===== src/rtl/ej32_pkg.sv =====
// Shared types and constants for the eJ32 fetch path.
//   iu_t     : integer-unit word (addresses, stack cells)
//   u8_t     : one bytecode byte
//   ROM_AW   : byte-address width of the eForth image ROM (8K x 8)
//   PF_DEPTH : default prefetch queue depth in bytes
package ej32_pkg;
  localparam int IU_W     = 32;
  localparam int ROM_AW   = 13;
  localparam int PF_DEPTH = 4;

  typedef logic [IU_W-1:0] iu_t;
  typedef logic [7:0]      u8_t;
endpackage


===== src/rtl/ej32_bfifo.sv =====
// Parameterised byte FIFO for the bytecode prefetch queue.
// Ports:
//   clk, rst : clock, synchronous active-high reset (also zeroes storage)
//   clr_i    : synchronous clear of pointers and count; wins over push/pop
//   push_i   : write din_i at the tail (ignored when full and not popping)
//   din_i    : byte to write
//   pop_i    : advance the head (ignored when empty)
//   dout_o   : head entry, read combinationally from the array
//   cnt_o    : number of stored bytes, 0..DEPTH
module ej32_bfifo
  import ej32_pkg::*;
#(
  parameter int DEPTH = PF_DEPTH
) (
  input  logic                     clk,
  input  logic                     rst,
  input  logic                     clr_i,
  input  logic                     push_i,
  input  u8_t                      din_i,
  input  logic                     pop_i,
  output u8_t                      dout_o,
  output logic [$clog2(DEPTH):0]   cnt_o
);
  localparam int PW = $clog2(DEPTH);
  localparam int CW = PW + 1;

  u8_t           mem_q [DEPTH];
  logic [PW-1:0] head_q, head_d;
  logic [PW-1:0] tail_q, tail_d;
  logic [CW-1:0] cnt_q, cnt_d;
  logic          do_push, do_pop, wr_en;

  always_comb begin
    do_pop  = pop_i && (cnt_q != '0);
    // A full FIFO may still accept a byte when the head leaves the same cycle.
    do_push = push_i && ((cnt_q != CW'(DEPTH)) || do_pop);
    head_d  = head_q;
    tail_d  = tail_q;
    cnt_d   = cnt_q;
    wr_en   = 1'b0;
    if (clr_i) begin
      head_d = '0;
      tail_d = '0;
      cnt_d  = '0;
    end else begin
      wr_en = do_push;
      if (do_pop)  head_d = head_q + PW'(1);
      if (do_push) tail_d = tail_q + PW'(1);
      if (do_push && !do_pop)      cnt_d = cnt_q + CW'(1);
      else if (!do_push && do_pop) cnt_d = cnt_q - CW'(1);
    end
  end

  always_ff @(posedge clk) begin
    if (rst) begin
      head_q <= '0;
      tail_q <= '0;
      cnt_q  <= '0;
      for (int i = 0; i < DEPTH; i++) mem_q[i] <= '0;
    end else begin
      head_q <= head_d;
      tail_q <= tail_d;
      cnt_q  <= cnt_d;
      if (wr_en) mem_q[tail_q] <= din_i;
    end
  end

  assign dout_o = mem_q[head_q];
  assign cnt_o  = cnt_q;
endmodule


===== src/rtl/ej32_prefetch.sv =====
// Bytecode prefetch queue between the eForth image ROM (registered read,
// one cycle latency) and the eJ32 decoder.
// Ports:
//   clk, rst : clock, synchronous active-high reset
//   flush    : redirect the fetch stream to flush_a this cycle
//   flush_a  : new fetch address
//   rom_a    : ROM byte address (ROM uses the low ROM_AW bits)
//   rom_d    : ROM byte for the address presented last cycle
//   ib_d     : head byte
//   ib_pc    : address of the head byte
//   ib_v     : head byte valid
//   ib_rdy   : decoder ready
// Handshake: the decoder takes the head byte in every cycle where
// ib_v && ib_rdy is high and flush is low; ib_d/ib_pc hold while ib_v is
// high and ib_rdy is low. A flush discards everything, including a pop
// offered in the same cycle.
module ej32_prefetch
  import ej32_pkg::*;
#(
  parameter int            DEPTH = PF_DEPTH,
  parameter int            AW    = IU_W,
  parameter logic [AW-1:0] RST_A = '0
) (
  input  logic          clk,
  input  logic          rst,
  input  logic          flush,
  input  logic [AW-1:0] flush_a,
  output logic [AW-1:0] rom_a,
  input  u8_t           rom_d,
  output u8_t           ib_d,
  output logic [AW-1:0] ib_pc,
  output logic          ib_v,
  input  logic          ib_rdy
);
  localparam int CW = $clog2(DEPTH) + 1;

  logic [AW-1:0] fa_q, fa_d;
  logic [AW-1:0] pc_q, pc_d;
  logic          inflight_q, inflight_d;
  logic          issue, fifo_push, fifo_pop;
  logic [CW-1:0] fifo_cnt;

  always_comb begin
    rom_a      = flush ? flush_a : fa_q;
    // Reserve a slot for the read already in flight; a pop in this cycle is
    // not credited, so a push can never land in a full FIFO.
    issue      = flush || ((int'(fifo_cnt) + int'(inflight_q)) < DEPTH);
    inflight_d = issue;
    fa_d       = issue ? (rom_a + AW'(1)) : fa_q;
    // A response in flight during a flush belongs to the old stream.
    fifo_push  = inflight_q && !flush;
    fifo_pop   = ib_v && ib_rdy && !flush;
    pc_d       = pc_q;
    if (flush)         pc_d = flush_a;
    else if (fifo_pop) pc_d = pc_q + AW'(1);
  end

  always_ff @(posedge clk) begin
    if (rst) begin
      fa_q       <= RST_A;
      pc_q       <= RST_A;
      inflight_q <= 1'b0;
    end else begin
      fa_q       <= fa_d;
      pc_q       <= pc_d;
      inflight_q <= inflight_d;
    end
  end

  ej32_bfifo #(.DEPTH(DEPTH)) u_fifo (
    .clk    (clk),
    .rst    (rst),
    .clr_i  (flush),
    .push_i (fifo_push),
    .din_i  (rom_d),
    .pop_i  (fifo_pop),
    .dout_o (ib_d),
    .cnt_o  (fifo_cnt)
  );

  assign ib_v  = (fifo_cnt != '0);
  assign ib_pc = pc_q;
endmodule


===== config.mk =====
export PLATFORM = sky130hd
export DESIGN_NAME = ej32_prefetch
export DESIGN_NICKNAME = d
export VERILOG_FILES = /design/src/rtl/ej32_pkg.sv /design/src/rtl/ej32_bfifo.sv /design/src/rtl/ej32_prefetch.sv
export SDC_FILE = /design/constraint.sdc
export NUM_CORES = 1
export LEC_CHECK = 0
export CAP_MARGIN = 25
export CELL_PAD_IN_SITES_DETAIL_PLACEMENT = 1
export CELL_PAD_IN_SITES_GLOBAL_PLACEMENT = 2
export CORE_MARGIN = 10
export CORE_UTILIZATION = 32
export DETAILED_ROUTE_END_ITERATION = 6
export PLACE_DENSITY_LB_ADDON = 0.08
export SYNTH_ARGS = -nofsm -noshare
export SYNTH_HDL_FRONTEND = slang
export SYNTH_SLANG_ARGS = --single-unit

===== constraint.sdc =====
create_clock -name clk -period 4.23 [get_ports clk]
set_clock_uncertainty 0.1 [all_clocks]
set_input_delay 0.846 -clock clk [delete_from_list [all_inputs] [get_ports clk]]
set_output_delay 0.846 -clock clk [all_outputs]
set_load 0.1 [all_outputs]

* Word-level counts from Yosys, hierarchy flattened *
Memories as Yosys holds them, arrays and structs flattened. A register that Yosys moved wholly into a read port is not among the register bits.
Index checks and enable logic that the tools add are counted.

storage, ports and cells
  output and inout port bits = 73
  logic and storage cells = 49
  bits of input ports = 44
  bits in registers = 72
  memories kept = 1
  memory bits (writable) = 32

cells by class
  eq/ne operators = 1
  mux-type cells = 16
  reduce and logical (&&, ||, !) cells = 17
  order comparisons = 1
  add/sub/neg operators = 7

memories
  name          words  bits a word  rd ports  clocked after memory_dff  write ports  line              RTL
  u_fifo.mem_q  4      8            1         1                         4            ej32_bfifo.sv:27  u8_t mem_q [DEPTH];

operator list
  operator                                                                       number
  32-bit 2-to-1 mux                                                              3
  32-bit by 1-bit adder with 32-bit output (second input constant)               2
  8-bit 2-to-1 mux                                                               1
  8-bit OR reduction                                                             1
  1-bit logical AND                                                              7
  1-bit 2-to-1 mux                                                               7
  2-bit 2-to-1 mux                                                               3
  3-bit 2-to-1 mux                                                               2
  2-bit by 1-bit adder with 2-bit output (second input constant)                 2
  3-bit by 1-bit adder with 4-bit output                                         1
  4-bit by 3-bit less-than comparator with 1-bit output (second input constant)  1
  2-bit nonzero test                                                             2
  3-bit by 1-bit adder with 3-bit output (second input constant)                 1
  1-bit logical NOT                                                              3
  3-bit inequality test (second input constant)                                  1
  3-bit nonzero test                                                             1
  3-bit by 1-bit subtractor with 3-bit output (second input constant)            1
  1-bit logical OR                                                               2
  2-bit OR reduction                                                             1

* Logic depth before layout (Yosys ltp) *
Gate-level depths: netlist of run 1.

  word-level depth = 12
  mapped depth = 12
  mapped depth without buffers = 8

* Cells and area by module *
From an unflattened synthesis of run 1, not the netlist that was laid out.

unflattened totals
  cell total of the unflattened synthesis = 695
  area, all modules = 6,211.0 um2

by module, submodules not included
  module         cells an instance  sequential area each (um2)  instances  area each (um2)
  ej32_prefetch  566                1,301.2                     1          4,299.1
  ej32_bfifo     129                1,141.1                     1          1,911.8

* Least setup slack after synthesis of run 1 *
Ideal clock, no wire load.

  kind = input to register
  start point = input flush
  end point = register fa_q[20]
  setup time = 0.117 ns
  path slack = -1.517 ns
  required time = 4.013 ns
  cell stages on the path = 11
  arrival time = 5.529 ns
  cells stage by stage = buf_6 -> buf_2 -> buf_2 -> clkbuf_1 -> o21ai_0 -> ha_1 -> nand4b_1 -> a22oi_4 -> nand4_2 -> or4_1 -> a32o_1

on the way
  word-level cells in the longest chain between the ends = 2
  elaborated cells between the ends (all ways) = 3
  classes of those cells = 1 x add/sub; 1 x mux; 1 x reduce/logical

ends and longest elaborated chain
  item                                      line                 RTL
  start, declared                           ej32_prefetch.sv:26  input logic flush,
  32-bit 2-to-1 mux                         ej32_prefetch.sv:44  rom_a = flush ? flush_a : fa_q;
  net rom_a[0]                              ej32_prefetch.sv:28  output logic [AW-1:0] rom_a,
  32-bit by 1-bit adder with 32-bit output  ej32_prefetch.sv:49  fa_d = issue ? (rom_a + AW'(1)) : fa_q;
  end signal, assigned                      ej32_prefetch.sv:60  fa_q <= RST_A;
  end signal, assigned                      ej32_prefetch.sv:64  fa_q <= fa_d;
  end, declared                             ej32_prefetch.sv:37  logic [AW-1:0] fa_q, fa_d;

The timed path passes the listed nets, and every way through them passes these cells.
A chain may end at the register's enable or synchronous reset.

==> results of run 1 <==
==> cell usage in the layout (no fill, tap or decap), types with 15 or more instances in the layout <==
master,count
mux2_2,15
edfxtp_1,32
nand2_1,67
xor2_1,16
dfxtp_1,74
inv_1,23
mux2i_1,18
clkdlybuf4s50_1,82
nor2_1,37
and3_1,18
o21ai_0,21
and2_1,33
a211oi_1,15
nand4_1,19
a21oi_1,22
xnor2_1,26
nand3_1,51
buf_4,42
==> final cells by class <==
cell class / instances / share of cell area [%]
tap: 234 / 3.83
multi-input combinational: 493 / 43.9
timing repair buffer: 127 / 15.2
antenna: 1 / 0.0327
sequential: 106 / 31.9
clock buffer: 9 / 2.94
clock inverter: 7 / 0.932
inverter: 25 / 1.23
==> critical path: stages, from the launching register on <==
cell             delay (ns)
dfxtp_1                0.71
mux4_2                 0.60
clkdlybuf4s50_1        0.99
==> synth_stat cells, drive strengths merged (3+ instances only) <==
| library cell | number |
|---|---|
| a22oi | 7 |
| or4 | 6 |
| nand4 | 21 |
| a32o | 4 |
| edfxtp | 32 |
| nand3 | 52 |
| o21a | 3 |
| and4 | 9 |
| buf | 18 |
| mux2 | 15 |
| nand3b | 10 |
| and2 | 33 |
| nor4 | 7 |
| xor2 | 16 |
| ha | 3 |
| xnor2 | 26 |
| nor2 | 38 |
| nor3 | 9 |
| mux2i | 18 |
| dfxtp | 74 |
| o2111ai | 3 |
| nand2 | 67 |
| o21ai | 23 |
| and3 | 18 |
| o311ai | 5 |
| o31ai | 5 |
| a211o | 3 |
| o31a | 4 |
| nand4b | 3 |
| a311oi | 3 |
| or3 | 11 |
| clkbuf | 22 |
| a21oi | 22 |
| inv | 23 |
| a211oi | 16 |
| mux4 | 8 |
==> worst max path at each step <==
stage / slack, ns / from / cells past startpoint / to
floorplan: -0.39 / flush / 5 / rom_a[3]
global placement: 0.76 / ib_rdy / 9 / u_fifo.cnt_o[2]
detailed placement: 0.67 / ib_rdy / 9 / u_fifo.cnt_o[2]
CTS: 0.54 / flop / 2 / ib_d[5]
global route: 0.47 / flop / 2 / ib_d[5]
finish: 0.62 / flop / 2 / ib_d[5]
==> stage by stage <==
step | std cells | hold WS, ns | total power (uW)
after floorplan | 664 | 0.322 | 1780
after global placement | 985 | 0.342 | 2000
after detailed placement | 985 | 0.358 | 2010
after CTS | 1001 | 0.377 | 2880
after global routing | 1001 | 0.396 | 2970
final | 1002 | 0.373 | 2840
==> power breakdown <==
| group | internal [uW] | total (uW) | switching (uW) | leakage (uW) |
|---|---|---|---|---|
| Clock | 419 | 858 | 439 | 0.000146 |
| Combinational | 217 | 823 | 606 | 0.00180 |
| Sequential | 1110 | 1160 | 56.4 | 0.000944 |
==> per-layer routing <==
| layer | global-route usage (%) | vias to the layer above | share of wire (%) |
|---|---|---|---|
| li1 | - | 2656 | - |
| met1 | 24.3 | 2739 | 48 |
| met2 | 28.5 | 119 | 46 |
| met3 | 3.18 | 13 | 4.6 |
| met4 | 4.06 | 2 | 0.73 |
| met5 | 0 | - | 0.050 |
==> kinds of logic after synthesis <==
kind of cell,after synthesis,synth area share (%)
adders and majority gates,4,0.945
muxes,41,8.69
DFF,106,40.1
and+or+nand+nor,294,26.0
xor gates and xnor gates,42,6.04
buffers and inverters,65,4.83
AOI/OAI and AO/OA,112,13.4
==> sequential cells by signal (all words and copies together) (netlist names), named ones only <==
name and flops:
u_fifo.head_q 2, ib_pc 32, u_fifo.tail_q 2, inflight_q 1, u_fifo.cnt_o 3, fa_q 32
u_fifo.mem_q 32
==> impl_metrics.env, run 1 <==
export IMPL_seq_area_frac_synth_pct=40.1
export IMPL_grt_pass1_wl_um=34500
export IMPL_first_pass_iters=6
export IMPL_remaining_drc_errors=0
export IMPL_critPathMaxFanout=8
export IMPL_dieHeight_um=158
export IMPL_synth_nets=712
export IMPL_path_clk_slew_ns=0.08
export IMPL_finalWirelength_um=22100
export IMPL_post_route_util_pct=40.9
export IMPL_viasPerCell=5.52
export IMPL_layout_nets=810
export IMPL_fin_crit_ns=3.61
export IMPL_grtUsageTotal_pct=17.8
export IMPL_finalHoldViolCount=0
export IMPL_fin_setup_tns_ns=0
export IMPL_synth_edff_count=32
export IMPL_dieArea_um2=24900
export IMPL_synth_warnings=0
export IMPL_dr_first_iter_drc_count=288
export IMPL_htree_num_levels=3
export IMPL_io_buffers=116
export IMPL_cp_start_kind="flop"
export IMPL_hold_end="fa_q[31]"
export IMPL_ys_types=63
export IMPL_avgSynthCellArea_um2=9.17
export IMPL_grt_pass1_vias=5842
export IMPL_r2r_end="u_fifo.cnt_o[2]"
export IMPL_pre_cts_ws_ns=0.665
export IMPL_min_path_cells=1
export IMPL_clkLatencyLatePin_ns=0.35
export IMPL_seq_area_um2=2440
export IMPL_cap_violations=0
export IMPL_root_buffer="clkbuf_16"
export IMPL_ff2ff_setup_slack_ns=1.51
export IMPL_worstHoldPathType="reg -> reg"
export IMPL_ys_dominant_reg_cell="dfxtp_1"
export IMPL_synth_ff_latch_count=106
export IMPL_gr_total_overflow=0
export IMPL_slew_limit_headroom_pct=31.7
export IMPL_hold_start="fa_q[31]"
export IMPL_cts_resized=0
export IMPL_synth_top_cell_by_area="dfxtp_1"
export IMPL_die_w_um=158
export IMPL_fillers=2137
export IMPL_design_area_um2=7650
export IMPL_power_density_nw_per_um2=371
export IMPL_core_um2=18700
export IMPL_cts_buffer_depth=2
export IMPL_synth_largest_type_area_fraction_pct=24.3
export IMPL_synth_async_sr_flop_share_pct=0
export IMPL_place_congestion=0.828
export IMPL_syn_area_um2=6090
export IMPL_cts_sinks=106
export IMPL_avgRoutedWirePerCell_um=22.0
export IMPL_synthCells=664
export IMPL_multi_input_area_um2=3360
export IMPL_tightest_slew_ns=1.02
export IMPL_numCtsBuffers=9
export IMPL_setup_viol=0
export IMPL_grt_max_degree=61
export IMPL_antenna_found_initial=1
export IMPL_slew_violations=0
export IMPL_r2r_start="u_fifo.cnt_o[0]"
export IMPL_hpwl_um=16500
export IMPL_power_leakage_uw=0.00289
export IMPL_cp_required_ns=3.28
export IMPL_num_vias=5529
export IMPL_io_pin_count=117
export IMPL_endpoint_kind="output port"
export IMPL_place_area_um2=7350
export IMPL_worst_r2r_cell_count=8
export IMPL_rsz0062_at_grt="false"
export IMPL_hold_buffers=0
export IMPL_layout_drive_gt1_share_pct=12.6
export IMPL_period_share_pct=85.3
export IMPL_fmax_mhz=277
export IMPL_outcome="finished clean"
export IMPL_initial_core_util_pct=32.6
export IMPL_arrival_ns=2.66
export IMPL_cts_setup_buffers=0
export IMPL_cts_tree="done"
export IMPL_syn_to_final_growth_pct=25.7
export IMPL_fin_ws_ns=0.623
export IMPL_ir_drop_mv=0.189
export IMPL_path_class="reg -> out"
export IMPL_ant_nets=0
export IMPL_row_count=50
export IMPL_synthTopCellsByArea="dfxtp_1, edfxtp_1, nand3_1"
Power figures use the tool's default switching activity.
==> inputs of run 2 (changes only) <==
--- a/constraint.sdc
+++ b/constraint.sdc
@@ -4,2 +4,2 @@
 set_output_delay 0.846 -clock clk [all_outputs]
-set_load 0.1 [all_outputs]
+set_load 0.01 [all_outputs]
==> impl_metrics.env, run 2 (synthesis gave the netlist of run 1 again) <==
export IMPL_outcome="finished clean"
export IMPL_grtUsageTotal_pct=17.6
export IMPL_htree_num_levels=3
export IMPL_cts_sinks=106
export IMPL_first_pass_iters=4
export IMPL_num_vias=5445
export IMPL_cts_tree="done"
export IMPL_cts_resized=0
export IMPL_ant_nets=0
export IMPL_layout_drive_gt1_share_pct=8.34
export IMPL_dieArea_um2=24900
export IMPL_tightest_slew_ns=0.711
export IMPL_finalHoldViolCount=0
export IMPL_layout_nets=810
export IMPL_r2r_start="fa_q[0]"
export IMPL_syn_to_final_growth_pct=27.1
export IMPL_top_layer="met4"
export IMPL_setup_viol=0
export IMPL_cts_buffer_depth=2
export IMPL_fmax_mhz=269
export IMPL_layout_commonest_cell="clkdlybuf4s50_1"
export IMPL_power_density_nw_per_um2=326
export IMPL_gr_total_overflow=0
export IMPL_clkLatencyLatePin_ns=0.36
export IMPL_fin_cells=1001
export IMPL_path_cells="buf_2 -> buf_4 -> mux2i_1 -> inv_1 -> clkdlybuf4s50_1"
export IMPL_diodes=0
export IMPL_hold_buffers=0
export IMPL_hpwl_um=16400
export IMPL_power_leakage_uw=0.00286
export IMPL_mostFrequentLayoutCells="clkdlybuf4s50_1, dfxtp_1, nand2_1"
export IMPL_placed_cells=985
export IMPL_grt_pass1_vias=5807
export IMPL_dr_first_iter_drc_count=260
export IMPL_critPathMaxStageDelay_ns=0.51
export IMPL_period_share_pct=88.0
export IMPL_slew_violations=0
export IMPL_met2_wirelength_um=9960
export IMPL_fin_setup_tns_ns=0
export IMPL_endpoint="rom_a[17]"
export IMPL_io_buffers=116
export IMPL_ff2ff_setup_slack_ns=1.46
export IMPL_crit_path_start="flush"
export IMPL_place_congestion=0.814
export IMPL_worst_r2r_cell_count=8
export IMPL_cp_slowest_cell="clkdlybuf4s50_1"
export IMPL_root_buffer="clkbuf_16"
export IMPL_initial_core_util_pct=32.6
export IMPL_core_um2=18700
export IMPL_cp_start_kind="input pin"
export IMPL_slew_limit_headroom_pct=52.4
export IMPL_critPathMaxFanout=32
export IMPL_path_class="in -> out"
export IMPL_io_pin_count=117
export IMPL_avgRoutedWirePerCell_um=21.9
export IMPL_arrival_ns=2.77
export IMPL_wl_met1_um=10600
export IMPL_viasPerCell=5.44
export IMPL_grt_pass1_wl_um=34200
export IMPL_rsz0062_at_grt="false"
export IMPL_antenna_found_initial=0
export IMPL_ir_drop_mv=0.189
export IMPL_endpoint_kind="output port"
export IMPL_cap_violations=0
export IMPL_cp_required_ns=3.28
export IMPL_wl_met3_um=1250
export IMPL_cts_setup_buffers=0
export IMPL_row_count=50
export IMPL_worstHoldPathType="reg -> reg"
export IMPL_path_clk_slew_ns=0.09
export IMPL_grt_max_degree=51
export IMPL_remaining_drc_errors=0
export IMPL_finalWirelength_um=21900
export IMPL_dieHeight_um=158
export IMPL_die_w_um=158
export IMPL_r2r_end="fa_q[20]"
export IMPL_numCtsBuffers=9
export IMPL_fin_crit_ns=3.72
export IMPL_fillers=2142
-- run 2: changes by cell type in the layout (fill, tap and decap cells not counted), sizes merged --
cell	change
diode	-1
clkdlybuf4s50	+32
inv	+2
clkinv	-2
buf	-32
-- run 2: how the worst min path moves through the flow --
stage / start / endpoint / slack [ns] / depth (start not counted)
2_1_floorplan: fa_q[30] / fa_q[30] / 0.32 / 2
3_3_place_gp: fa_q[30] / fa_q[30] / 0.34 / 2
3_5_place_dp: fa_q[20] / fa_q[20] / 0.36 / 1
4_1_cts: fa_q[26] / fa_q[26] / 0.38 / 2
5_1_grt: fa_q[1] / fa_q[1] / 0.40 / 2
6_report: fa_q[30] / fa_q[30] / 0.38 / 2
-- run 2: worst max-delay path, delay by kind of cell --
kind,cells,cell delay [ns]
buffers and inverters,4,1.53
muxes,1,0.39
-- run 2: per-layer routing --
metal,vias to the layer above,track usage [%]
li1,2644,-
met1,2678,23.7
met2,115,27.8
met3,8,4.88
met4,0,2.78
met5,-,0
-- run 2: layout make-up --
| type | count | area [um2] | area share, % |
|---|---|---|---|
| clock buffers | 9 | 225 | 2.91 |
| clock inverters | 7 | 86.3 | 1.12 |
| inverters | 25 | 93.8 | 1.21 |
| multi-input cells | 493 | 3360 | 43.3 |
| flip-flops and latches | 106 | 2440 | 31.5 |
| well taps | 234 | 293 | 3.78 |
| repair buffers | 127 | 1250 | 16.1 |
-- run 2: report_power, final --
group	switching, uW	internal, uW
clock network	464	433
registers	57.3	1110
logic	236	228
-- run 2: through the flow --
stage	hold slack [ns]	utilization [%]	power [uW]	area (um2)	setup WS (ns)
finish	0.376	41.4	2520	7740	0.509
global placement	0.337	39.7	1640	7430	0.549
CTS	0.382	41.4	2560	7740	0.508
floorplan	0.322	-	1410	6090	0.531
detailed placement	0.363	39.7	1660	7430	0.515
global route	0.398	41.4	2650	7740	0.374
==> inputs of run 3 (changes only) <==
Settings changed: GPL_TIMING_DRIVEN set to 0, REMOVE_ABC_BUFFERS set to 1, SETUP_SLACK_MARGIN set to 0.4.
==> impl_metrics.env, run 3 (synthesis gave the netlist of run 1 again) <==
export IMPL_period_share_pct=85.2
export IMPL_grt_max_degree=59
export IMPL_path_class="in -> out"
export IMPL_p_int_uw=1750
export IMPL_cp_start_kind="input pin"
export IMPL_io_buffers=116
export IMPL_endpoint_kind="output port"
export IMPL_dieArea_um2=24900
export IMPL_clkLatencyLatePin_ns=0.36
export IMPL_r2r_end="fa_q[20]"
export IMPL_seq_area_um2=2440
export IMPL_critical_path_top_delay_family="buffers and inverters"
export IMPL_fin_cells=994
export IMPL_ff2ff_setup_slack_ns=1.45
export IMPL_htree_num_levels=3
export IMPL_cp_required_ns=3.28
export IMPL_place_area_um2=7420
export IMPL_p_clk_share_pct=34.7
export IMPL_row_count=50
export IMPL_io_pin_count=117
export IMPL_dieHeight_um=158
export IMPL_finalHoldViolCount=0
export IMPL_layout_drive_gt1_share_pct=7.63
export IMPL_hold_end="fa_q[30]"
export IMPL_cts_resized=0
export IMPL_p_sw_share_pct=29.3
export IMPL_cap_violations=0
export IMPL_design_area_um2=7700
export IMPL_pwr_share_comb_pct=18.4
export IMPL_finalWirelength_um=21100
export IMPL_remaining_drc_errors=0
export IMPL_tightest_slew_ns=0.949
export IMPL_layout_commonest_cell="clkdlybuf4s50_1"
export IMPL_r2r_start="fa_q[0]"
export IMPL_antenna_found_initial=0
export IMPL_fillers=2138
export IMPL_syn_to_final_growth_pct=26.5
export IMPL_switchingPower_uw=725
export IMPL_hold_buffers=0
export IMPL_critPathMaxFanout=58
export IMPL_worst_r2r_cell_count=8
export IMPL_die_w_um=158
export IMPL_numCtsBuffers=9
export IMPL_core_um2=18700
export IMPL_hpwl_um=15100
export IMPL_ant_nets=0
export IMPL_cts_sinks=106
export IMPL_worstHoldPathType="reg -> reg"
export IMPL_fin_crit_ns=3.60
export IMPL_first_pass_iters=6
export IMPL_pre_cts_ws_ns=0.107
export IMPL_fmax_mhz=277
export IMPL_hold_start="fa_q[30]"
export IMPL_placed_cells=978
export IMPL_rsz0062_at_grt="false"
export IMPL_setup_viol=0
export IMPL_layout_nets=803
export IMPL_multi_input_area_um2=3360
export IMPL_slew_limit_headroom_pct=36.6
export IMPL_grt_pass1_vias=5840
export IMPL_avgRoutedWirePerCell_um=21.3
export IMPL_path_cells="buf_4 -> buf_16 -> mux2i_1 -> inv_1 -> clkdlybuf4s50_1"
export IMPL_path_clk_slew_ns=0.08
export IMPL_place_congestion=0.814
export IMPL_cts_buffer_depth=2
export IMPL_root_buffer="clkbuf_16"
export IMPL_cp_slowest_cell="mux2i_1"
export IMPL_fin_ws_ns=0.625
export IMPL_min_path_cells=2
export IMPL_arrival_ns=2.66
export IMPL_p_seq_share_pct=46.9
export IMPL_viasPerCell=5.52
export IMPL_cp_num_buf_inv=4
export IMPL_dr_first_iter_drc_count=208
export IMPL_critPathMaxStageDelay_ns=0.59
export IMPL_diodes=0
export IMPL_ir_drop_mv=0.191
export IMPL_gr_total_overflow=0
export IMPL_power_leakage_uw=0.00282
export IMPL_mostFrequentLayoutCells="clkdlybuf4s50_1, dfxtp_1, nand2_1"
export IMPL_cts_setup_buffers=0
export IMPL_grt_pass1_wl_um=33000
export IMPL_finalPower_uw=2470
export IMPL_num_vias=5490
export IMPL_outcome="finished clean"
export IMPL_cts_tree="done"
export IMPL_grtUsageTotal_pct=16.9
export IMPL_power_density_nw_per_um2=321
export IMPL_initial_core_util_pct=32.6
export IMPL_slew_violations=0
## run 3: area by class of cell
| class | count | area share [%] |
|---|---|---|
| clock inverters | 6 | 0.731 |
| flip-flops and latches | 106 | 31.7 |
| repair buffers | 120 | 15.9 |
| clock buffers | 10 | 2.97 |
| multi-input cells | 493 | 43.6 |
| inverters | 25 | 1.27 |
| well taps | 234 | 3.80 |
## run 3: how the worst max path moves through the flow
stage | startpoint | end | slack [ns] | depth (start not counted)
final | flush | rom_a[16] | 0.63 | 5
after global routing | flush | u_fifo.cnt_o[2] | 0.48 | 10
after CTS | flush | u_fifo.cnt_o[2] | 0.48 | 10
after detailed placement | flush | u_fifo.cnt_o[2] | 0.11 | 10
after floorplan | flush | u_fifo.cnt_o[2] | 0.97 | 8
after global placement | flush | u_fifo.mem_q[3][4] | -4.14 | 5
## run 3: stage by stage
stage / util, % / TNS, ns / hold WS (ns)
2_1_floorplan: - / 0 / 0.322
3_3_place_gp: 39.3 / -496.83 / 0.338
3_5_place_dp: 39.6 / 0 / 0.353
4_1_cts: 41.2 / 0 / 0.371
5_1_grt: 41.2 / 0 / 0.389
6_report: 41.2 / 0 / 0.367
## run 3: power groups by stage
stage	Combinational, uW	Sequential [uW]	Clock [uW]
3_3_place_gp	452	1180	0
6_report	456	1160	858
4_1_cts	464	1160	879
2_1_floorplan	206	1180	0
3_5_place_dp	461	1180	0
5_1_grt	500	1170	921
## run 3: tightest hold or removal path: cells and delay by family (launching register included)
family	cells	cell delay, ns
and+or+nand+nor	2	0.11
DFF	1	0.33
## run 3: layer usage
layer	global-route usage, %	routed length [um]	up-vias
li1	-	-	2635
met1	21.4	9580	2720
met2	27.9	10000	113
met3	4.42	1220	22
met4	4.68	331	0
met5	0	0	-
==> RTL change 1 (config.mk and constraints of run 2) <==
`IU_W`: 32 -> 16.
--- a/src/rtl/ej32_pkg.sv
+++ b/src/rtl/ej32_pkg.sv
@@ -4,7 +4,7 @@
 //   ROM_AW   : byte-address width of the eForth image ROM (8K x 8)
 //   PF_DEPTH : default prefetch queue depth in bytes
 package ej32_pkg;
-  localparam int IU_W     = 32;
+  localparam int IU_W     = 16;
   localparam int ROM_AW   = 13;
   localparam int PF_DEPTH = 4;
 
Ports: changed (resized flush_a, ib_pc and rom_a); port bits go from 117 to 69. The function was not compared with the original's and may differ.
==> RTL change 1 against run 2 <==
  * Sequential power fell by 29%
  * Critical path depth did not move
  * Routed wire length fell by 51%
  * Count of clock-buffer cells in the layout is 1 higher
  * Die area is 32% lower
  * Sequential cell count decreased by 32
  * Setup slack gained 0.055 ns
  * Global-route usage down 4.4 points
  * Final area shrank 36%
  * Synthesized area down 37%
  * Total power down 30%
  * Critical path type unchanged
==> RTL change 1: results (changes against run 2) <==
status: "finished, final reports clean"  # unchanged
finalNetCount: 469  # was 810
dp_worst_setup_slack_ns: 0.555  # was 0.515 ns
drt_iter0_markers: 143  # was 260
synth_nets: 404  # was 712
synthTopCellsByArea: "edfxtp_1 (25%), dfxtp_1 (22%), mux4_2 (4.7%), and2_1 (4.1%), nand2_1 (3.5%)"  # was dfxtp_1 (24%), edfxtp_1 (16%), nand3_1 (4.2%), nand2_1 (4.1%), xnor2_1 (3.7%)
grt_pass1_vias: 3201  # was 5807
arrival_ns: 2.72  # was 2.77 ns
avgViaCountPerCell: 5.05  # was 5.44
p_clk_share_pct: 38.8  # was 35.5%
post-dp-hpwl_um: 7890  # was 16400 µm
p_leak_uw: 0.00188  # was 0.00286 µW
postPlaceCellArea_mm2: 0.00468  # was 0.00743 mm²
clk_latency_ns: 0.33  # was 0.36 ns
finalWirelength_um: 10700  # was 21900 µm
ys_warn_count: 0  # unchanged
critPathMaxStageDelay_ns: 0.54  # was 0.51 ns
p_per_area_mw_per_mm2: 359  # was 326 mW/mm²
synth_seq_area_share_pct: 46.7  # was 40.1%
clkTransAtPathRegs_ns: 0.06  # was 0.09 ns
relSlewSlack_pct: 58.8  # was 52.4%
grt_usage_pct: 13.2  # was 17.6%
diodes: 0  # unchanged
ys_types: 60  # was 63
dp.cells: 573  # was 985
vias: 2975  # was 5445
synthCells: 372  # was 664
critical_path_peak_fanout: 7  # was 32
grt_pass1_wl_um: 17100  # was 34200 µm
swShare_pct: 25.7  # was 30.0%
drive_above_1_share_pct: 12.2  # was 8.34%
io_buffer_count: 68  # was 116
finalCritPeriodShare_pct: 86.7  # was 88.0%
RTL change 1: cell count changes in the layout (fill, tap and decap cells not counted), sizes merged, moves of 13 or more:
cell | run 2 | this run
nand3 | 52 | 10
inv | 29 | 13
nand4 | 21 | 8
clkdlybuf4s50 | 114 | 68
nand2 | 67 | 36
dfxtp | 74 | 42
RTL change 1: layout make-up:
class / instances / area (µm²)
tap: 147 / 184
fill: 1343 / 6970
multi-input combinational: 263 / 1900
clock buffer: 10 / 229
inverter: 14 / 52.6
timing repair buffer: 75 / 746
clock inverter: 6 / 35.0
sequential: 74 / 1800
RTL change 1: kinds of logic after synthesis:
group | after synthesis | synth area share, %
AND/OR/NAND/NOR | 152 | 22.6
XOR/XNOR | 28 | 6.35
flip-flops | 74 | 46.7
multiplexers | 24 | 9.07
adder cells (fa/ha/maj) | 4 | 1.49
AO/OA/AOI/OAI | 55 | 9.59
buffers and inverters | 35 | 4.25
RTL change 1: final timing paths:
| path | start | end | slack, ns | cells past startpoint |
|---|---|---|---|---|
| worst max-delay path | flush | rom_a[7] | 0.56 | 5 |
| worst min-delay path | fa_q[10] | fa_q[10] | 0.37 | 2 |
| worst max register to register | u_fifo.cnt_o[0] | u_fifo.cnt_o[2] | 1.68 | 8 |
| worst min register to register | fa_q[10] | fa_q[10] | 0.37 | 2 |
RTL change 1: layer usage:
layer | track usage (%) | vias up | part of all wire [%]
met4 | 4.89 | 0 | 1.3
met2 | 23.3 | 50 | 52
met1 | 14.5 | 1445 | 42
met5 | 0 | - | 0
li1 | - | 1468 | -
met3 | 4.18 | 12 | 4.9
RTL change 1: worst reg2reg max path: stages, from the launching register on:
cell and delay [ns]:
dfxtp_1 0.51, or4b_1 0.20, and3_1 0.37, ha_1 0.26, inv_1 0.06, fa_1 0.37
xor2_1 0.17, or3_1 0.31, a21oi_1 0.15
==> RTL change 2 (settings of run 2) <==
Made on the original files. Make the reset (`rst`) asynchronous in 2 clocked blocks. Comments in the files are not updated.
--- a/src/rtl/ej32_bfifo.sv
+++ b/src/rtl/ej32_bfifo.sv
@@ -51,7 +51,7 @@
     end
   end
 
-  always_ff @(posedge clk) begin
+  always_ff @(posedge clk or posedge rst) begin
     if (rst) begin
       head_q <= '0;
       tail_q <= '0;
--- a/src/rtl/ej32_prefetch.sv
+++ b/src/rtl/ej32_prefetch.sv
@@ -55,7 +55,7 @@
     else if (fifo_pop) pc_d = pc_q + AW'(1);
   end
 
-  always_ff @(posedge clk) begin
+  always_ff @(posedge clk or posedge rst) begin
     if (rst) begin
       fa_q       <= RST_A;
       pc_q       <= RST_A;
Check against the original RTL: differs if rst is asserted again (counterexample within 4 cycles, from zero or initial values and one cycle with rst high); with rst held inactive, the same outputs for 4 cycles.
==> RTL change 2 against run 2 <==
  * Setup slack gained 0.080 ns
  * Final area shrank 0.42%
  * Routed wire length shrank 12%
  * Synthesized area shrank 1.4%
  * Count of clock-buffer cells in the layout is the same
  * Sequential cell count shrank 2
  * Synthesized cell count shrank 7.8%
Power is not compared: it rests on default switching activity, and its combinational part moved more than twofold at a synthesized area within 25%.
==> RTL change 2: results (changes against run 2) <==
grt_pass1_wl_um: 30900  # was 34200 µm
synthTopCellsByArea: "dfrtp_1 (43%), mux2_2 (6.8%), xnor2_1 (4.8%), nand2_1 (4.4%), o21ai_0 (4.4%)"  # was dfxtp_1 (24%), edfxtp_1 (16%), nand3_1 (4.2%), nand2_1 (4.1%), xnor2_1 (3.7%)
ys_types: 62  # was 63
gp_congestion: 0.814  # about the same
synthArstFlopShare_pct: 100  # was 0%
post-dp-hpwl_um: 15000  # was 16400 µm
cp-endpoint: "rom_a[22]"  # was rom_a[17]
cp-startpoint: "flush_a[22]"  # was flush
avgRoutedWirePerCell_um: 20.0  # was 21.9 µm
grt_usage_pct: 15.9  # was 17.6%
dp_worst_setup_slack_ns: 0.542  # was 0.515 ns
grt_max_degree: 69  # was 51
status: "finished, final reports clean"  # unchanged
fmax_mhz: 275  # was 269 MHz
arrival_ns: 2.69  # was 2.77 ns
postSynthAreaPerCell_um2: 9.81  # was 9.17 µm²
yosys-top-cells-count: "dfrtp_1 (104), nand2_1 (71), o21ai_0 (53), inv_1 (39), mux2_2 (36)"  # was dfxtp_1 (74), nand2_1 (67), nand3_1 (51), nor2_1 (38), and2_1 (33)
drt-pass1-iter-count: 5  # was 4
critPathMaxStageDelay_ns: 0.57  # was 0.51 ns
dp.cells: 946  # was 985
nFillCells: 2073  # was 2142
worst_path_max_delay_cell: "a21boi_0"  # was clkdlybuf4s50_1
drt_iter0_markers: 195  # was 260
synth_seq_area_share_pct: 43.3  # was 40.1%
tightest_slew_ns: 0.722  # was 0.711 ns
synth_ff_type: "dfrtp_1"  # was dfxtp_1
min_delay_worst_endpoint: "fa_q[27]"  # was fa_q[30]
synth_nets: 663  # was 712
holdWs_ns: 0.384  # was 0.376 ns
critical_path_peak_fanout: 5  # was 32
r2r_start: "fa_q[0]"  # unchanged
avgViaCountPerCell: 5.21  # was 5.44
grt_pass1_vias: 5368  # was 5807
drive_above_1_share_pct: 12.2  # was 8.34%
-- RTL change 2: cell count changes in the layout (fill, tap and decap cells not counted), moves of 15 or more --
cell,delta
mux2_2,+21
nand3_1,-27
dfrtp_1,+104
edfxtp_1,-32
inv_1,+15
o21ai_0,+30
and2_1,-27
dfxtp_1,-74
-- RTL change 2: layout make-up --
class | count | area [µm²] | share of cell area (%)
Clock buffer | 9 | 225 | 2.92
Clock inverter | 6 | 53.8 | 0.698
Timing Repair Buffer | 129 | 1270 | 16.5
Tap cell | 234 | 293 | 3.80
Multi-Input combinational cell | 440 | 3120 | 40.4
Inverter | 39 | 149 | 1.93
Sequential cell | 104 | 2600 | 33.8
-- RTL change 2: metal layers --
layer,GRT usage [%],vias up,share of wire [%]
met2,26.2,70,47
li1,-,2419,-
met3,4.23,9,4.1
met4,2.74,0,0.68
met5,0,-,0
met1,20.8,2507,48
-- RTL change 2: logic make-up after synthesis --
| group | Yosys count | synth area share [%] |
|---|---|---|
| AO/OA/AOI/OAI | 120 | 13.0 |
| XOR/XNOR | 49 | 7.15 |
| AND/OR/NAND/NOR | 208 | 18.5 |
| flip-flops | 104 | 43.3 |
| buffers and inverters | 68 | 4.73 |
| multiplexers | 56 | 11.8 |
| adder cells (fa/ha/maj) | 7 | 1.58 |
-- RTL change 2: power by group through the flow --
stage / Combinational, µW / Sequential (µW) / Clock, µW
floorplan: 1030 / 1560 / 0
global placement: 1640 / 1630 / 0
detailed placement: 1680 / 1660 / 0
CTS: 1690 / 1640 / 845
global route: 1820 / 1690 / 895
finish: 1650 / 1640 / 809
